===== src/rtl/lmfe_pixel_feeder.sv =====
// rtl/lmfe_pixel_feeder.sv - streams a frame from 1-cycle-latency memory into the LMFE input port
module lmfe_pixel_feeder #(
  parameter int IMG_PIXELS = 16384,
  parameter int ADDR_W     = 14,
  parameter int DATA_W     = 8
) (
  input  logic              clk,
  input  logic              reset,
  input  logic              start,
  output logic              mem_rd,
  output logic [ADDR_W-1:0] mem_addr,
  input  logic [DATA_W-1:0] mem_rdata,
  input  logic              busy,
  output logic              in_en,
  output logic [DATA_W-1:0] Din,
  output logic              done
);

  localparam int CW = ADDR_W + 1;
  localparam logic [CW-1:0] LAST_IDX = CW'(IMG_PIXELS - 1);

  typedef enum logic [1:0] {IDLE, RUN, DRAIN, DONE} state_t;

  state_t            state_q, state_d;
  logic [CW-1:0]     addr_q, sent_q;
  logic              in_flight;
  logic              head_vld, tail_vld;
  logic [DATA_W-1:0] head_q, tail_q;
  logic              pop, push;
  logic [2:0]        level;

  // Head register is Din itself, so the pixel is always registered and holds when empty
  assign pop      = in_en;
  assign push     = in_flight;
  assign in_en    = head_vld && !busy;
  assign Din      = head_q;
  assign mem_addr = addr_q[ADDR_W-1:0];
  assign level    = {2'b00, head_vld} + {2'b00, tail_vld} + {2'b00, in_flight} - {2'b00, pop};
  assign mem_rd   = (state_q == RUN) && (level < 3'd2);

  always_comb begin
    state_d = state_q;
    done    = 1'b0;
    case (state_q)
      IDLE:  if (start) state_d = RUN;
      RUN:   if (mem_rd && addr_q == LAST_IDX) state_d = DRAIN;
      DRAIN: if (pop && sent_q == LAST_IDX) state_d = DONE;
      DONE: begin
        done    = 1'b1;
        state_d = IDLE;
      end
      default: state_d = IDLE;
    endcase
  end

  always_ff @(posedge clk) begin
    if (!reset) begin
      state_q   <= IDLE;
      addr_q    <= '0;
      sent_q    <= '0;
      in_flight <= 1'b0;
      head_vld  <= 1'b0;
      tail_vld  <= 1'b0;
      head_q    <= '0;
      tail_q    <= '0;
    end else begin
      state_q   <= state_d;
      in_flight <= mem_rd;
      if (state_q == IDLE && start) begin
        addr_q <= '0;
        sent_q <= '0;
      end else begin
        if (mem_rd) addr_q <= addr_q + CW'(1);
        if (pop)    sent_q <= sent_q + CW'(1);
      end
      // Two-entry FIFO: head feeds Din, tail catches the read that lands during a stall
      if (pop) begin
        if (tail_vld) begin
          head_q <= tail_q;
          if (push) tail_q <= mem_rdata;
          else      tail_vld <= 1'b0;
        end else if (push) begin
          head_q <= mem_rdata;
        end else begin
          head_vld <= 1'b0;
        end
      end else if (push) begin
        if (!head_vld) begin
          head_q   <= mem_rdata;
          head_vld <= 1'b1;
        end else begin
          tail_q   <= mem_rdata;
          tail_vld <= 1'b1;
        end
      end
    end
  end

endmodule


===== config.mk =====
export PLATFORM = sky130hd
export DESIGN_NAME = lmfe_pixel_feeder
export DESIGN_NICKNAME = d
export VERILOG_FILES = /design/src/rtl/lmfe_pixel_feeder.sv
export SDC_FILE = /design/constraint.sdc
export NUM_CORES = 1
export LEC_CHECK = 0
export ABC_AREA = 1
export CAP_MARGIN = 20
export CORE_ASPECT_RATIO = 1.5
export CORE_MARGIN = 3
export CORE_UTILIZATION = 40
export CTS_BUF_LIST = sky130_fd_sc_hd__clkbuf_4
export CTS_CLUSTER_DIAMETER = 30
export DETAILED_ROUTE_END_ITERATION = 12
export GPL_TIMING_DRIVEN = 0
export HOLD_SLACK_MARGIN = 0.02
export PLACE_DENSITY = 0.61
export SLEW_MARGIN = 20
export SYNTH_ARGS = -nofsm -noshare
export SYNTH_HDL_FRONTEND = slang
export SYNTH_SLANG_ARGS = --single-unit

===== constraint.sdc =====
create_clock -name clk -period 2.8 [get_ports clk]
set_input_delay 0.7 -clock clk [delete_from_list [all_inputs] [get_ports clk]]
set_output_delay 0.7 -clock clk [all_outputs]
set_load 0.005 [all_outputs]

==> results of run 1 <==
-- cells by family after synthesis --
family,count (synthesis),synth area share [%]
buffers and inverters,62,11.75
adder cells (fa/ha/maj),8,4.086
AO/OA/AOI/OAI,72,16.04
flip-flops,51,41.68
XOR/XNOR,7,2.503
AND/OR/NAND/NOR,133,23.95
-- cell type report --
| cell class | count | area (sq um) | area share, % |
|---|---|---|---|
| plain buffers | 20 | 130.1 | 4.377 |
| clock buffers | 6 | 45.04 | 1.515 |
| clock inverters | 2 | 12.51 | 0.4209 |
| inverters | 42 | 160.2 | 5.387 |
| multi-input cells | 220 | 1144 | 38.47 |
| flip-flops and latches | 51 | 1021 | 34.34 |
| well taps | 72 | 90.09 | 3.030 |
| repair buffers | 38 | 370.4 | 12.46 |
-- per-stage QoR --
step	util [%]	total power [W]	setup TNS [ns]	std cells	area, sq um
after floorplan	-	0.001032	0	333	2450
after global placement	49.40	0.001156	-0.4663	441	2900
after detailed placement	49.40	0.001160	-0.4503	441	2900
after CTS	50.72	0.001529	0	451	2978
after global routing	50.64	0.001594	0	451	2973
final	50.64	0.001504	0	451	2973
-- metal layers --
layer	GRT usage [%]	up-vias	part of all wire, %
met5	0	-	0
met4	5.752	0	2.0
li1	-	1155	-
met3	2.953	7	3.3
met1	14.57	968	42
met2	27.31	32	52
-- placed cells by master, fill, tap and decap left out, drive strengths merged, types with 2 or more instances in the layout --
master,n
nand4,3
nor2,39
nand3,13
xor2,5
a21oi,36
o211ai,7
clkbuf,11
nand2,65
xnor2,2
ha,8
o21ai,26
buf,18
nor3,9
dfxtp,51
clkdlybuf4s50,35
inv,42
-- flip-flops by register name, summed over array words and instances, names as in the netlist --
| signal | count |
|---|---|
| addr_q | 15 |
| sent_q | 15 |
| Din | 8 |
| tail_q | 8 |
| state_q | 2 |
| head_vld | 1 |
| in_flight | 1 |
| tail_vld | 1 |
-- final timing paths --
kind              slack, ns        end  cells past startpoint        from
hold / removal         0.46  tail_q[6]                      2   tail_q[6]
setup reg to reg       0.86  addr_q[5]                      6  state_q[0]
hold reg to reg        0.46  tail_q[6]                      2   tail_q[6]
setup / recovery       0.15     mem_rd                      8        busy
-- power breakdown --
part	switching [W]	total [W]	internal, W	leakage, nW
registers	0.0000338	0.000796	0.000763	0.412
clock network	0.000238	0.000345	0.000107	0.0317
logic	0.000200	0.000363	0.000163	0.644
total	0.000471	0.00150	0.00103	1.09
-- what timing repair did --
| action | in CTS | in global routing |
|---|---|---|
| setup endpoints to repair | 1 | 1 |
| pin swaps | 1 | 1 |
| buffers inserted | 2 | 0 |
| resized for setup | 4 | 1 |
| cloned | 0 | 0 |
-- worst max-delay path, stage by stage --
cell and delay [ns]:
clkbuf_2 0.12, nand2_1 0.09, inv_1 0.04, ha_1 0.27, nand2_2 0.09, nand3_4 0.08, inv_4 0.07, clkdlybuf4s50_1 0.49
==> flow_summary_export.csv, run 1 <==
group,metric,value,unit
timing,period_share,94.50,%
floorplan,die_h,101.9,microns
layout,antenna_cells,0,
timing,fin_ws,0.1539,ns
floorplan,ios,37,
power_and_ir_drop,power_density,506.1,nW/um^2
timing,max-slew-margin-rel,64.53,%
grt,grt-ovfl-total,0,
drt,drc_errors,0,
logic_synthesis,yosysTopAreaCell,"dfxtp_1",
drt,drt_iter0_markers,55,
layout,layout.nets,398,
drt,post_drt_wl_per_cell,11.12,microns
setup_path,critPathRequiredTime,2.10,ns
logic_synthesis,syn_area_per_cell,7.357,sq um
drt,vias,2162,
run,cap_violations,0,
logic_synthesis,synth_area,2450,sq um
layout,fill_cells,637,
logic_synthesis,synth_warnings,0,
cts,cts_tree,"done",
grt,grt_start_max_net_pins,16,
drt,viasPerCell,4.794,
power_and_ir_drop,ir_worst_vdd,0.3368,mV
drt,dr.pass1.iters,4,
logic_synthesis,synth-main-ff-cell,"dfxtp_1",
layout,drive_gt1_share,10.82,%
logic_synthesis,synth_common_cells,"64 x nand2_1, 51 x dfxtp_1, 40 x inv_1, 35 x a21oi_1, 33 x nor2_1",
timing,layout_min_cycle_time,2.646,ns
logic_synthesis,async_reset_ff_share,0,%
setup_path,worst-path-max-fanout,4,
timing,hold_viol,0,
setup_path,cp-end-kind,"output port",
timing,fin_skew,0.006028,ns
placed_design,dpl_worst_slack,-0.4503,ns
floorplan,start_util,41.73,%
cts,cts_hold_buf,0,
outcome,status,"complete, no violations",
logic_synthesis,synth-seq-area-share,41.68,%
placed_design,dpl.hpwl,3819,microns
grt,grt_util_all_layers,14.08,%
logic_synthesis,netlist_instances,333,
timing,clock.fmax,0.3779,GHz
cts,root_buffer,"clkbuf_4",
logic_synthesis,synth_fp_nets,353,
setup_path,crit_type,"in -> out",
setup_path,startpoint_type,"input pin",
logic_synthesis,synth.top_cell.area_share,41.68,%
logic_synthesis,synth_enable_flop_cells,0,
timing,setup_viol,0,
timing,worstMarginPinSlew,0.5321,ns
cts,numCtsBuffers,5,
grt,grt_pass1_vias,1915,
hold_path,hp-class,"reg -> reg",
grt,grt_pass1_wl,8169,microns
floorplan,core-area,5871,sq um
timing,maxSlewViolCount,0,
timing,hold_ws,0.4615,ns
grt,antenna_found_initial,0,
floorplan,die_area,7119,sq um
cts,cts.sinks,51,
logic_synthesis,yosysMostFrequentCell,"nand2_1",
drt,drtAntennaViolNets,0,
cts,htree_levels,2,
cts,insertion_delay,0.37,ns
logic_synthesis,ys_seq_elements,51,
placed_design,gp_congestion,0.7981,
placed_design,portBuffers,36,
floorplan,num_rows,34,
floorplan,fp.dieW,69.90,microns
cts,clock_path_buffers,2,
timing,rsz0062_at_grt,"false",
logic_synthesis,yosys-top-cells-area,"dfxtp_1 42%, nand2_1 9.8%, a21oi_1 7.2%",
cts,clkTransAtPathRegs,0.14,ns
logic_synthesis,synthDistinctLibCells,30,
layout,syn2layout_area_growth,21.35,%
setup_path,arrival,1.95,ns
drt,routed_wl,5016,microns
power_and_ir_drop,leakage,1.088,nW
Power figures use the tool's default switching activity.
==> run 2, diff against run 1 <==
--- a/config.mk
+++ b/config.mk
@@ -6,13 +6,14 @@
 export NUM_CORES = 1
 export LEC_CHECK = 0
 export ABC_AREA = 1
-export CAP_MARGIN = 20
+export CAP_MARGIN = 10
 export CORE_ASPECT_RATIO = 1.5
 export CORE_MARGIN = 3
 export CORE_UTILIZATION = 40
 export CTS_BUF_LIST = sky130_fd_sc_hd__clkbuf_4
 export CTS_CLUSTER_DIAMETER = 30
 export DETAILED_ROUTE_END_ITERATION = 12
+export GPL_ROUTABILITY_DRIVEN = 0
 export GPL_TIMING_DRIVEN = 0
 export HOLD_SLACK_MARGIN = 0.02
 export PLACE_DENSITY = 0.61
==> results of run 2 <==
Final layout, timing and power as in run 1 (identical DEF).
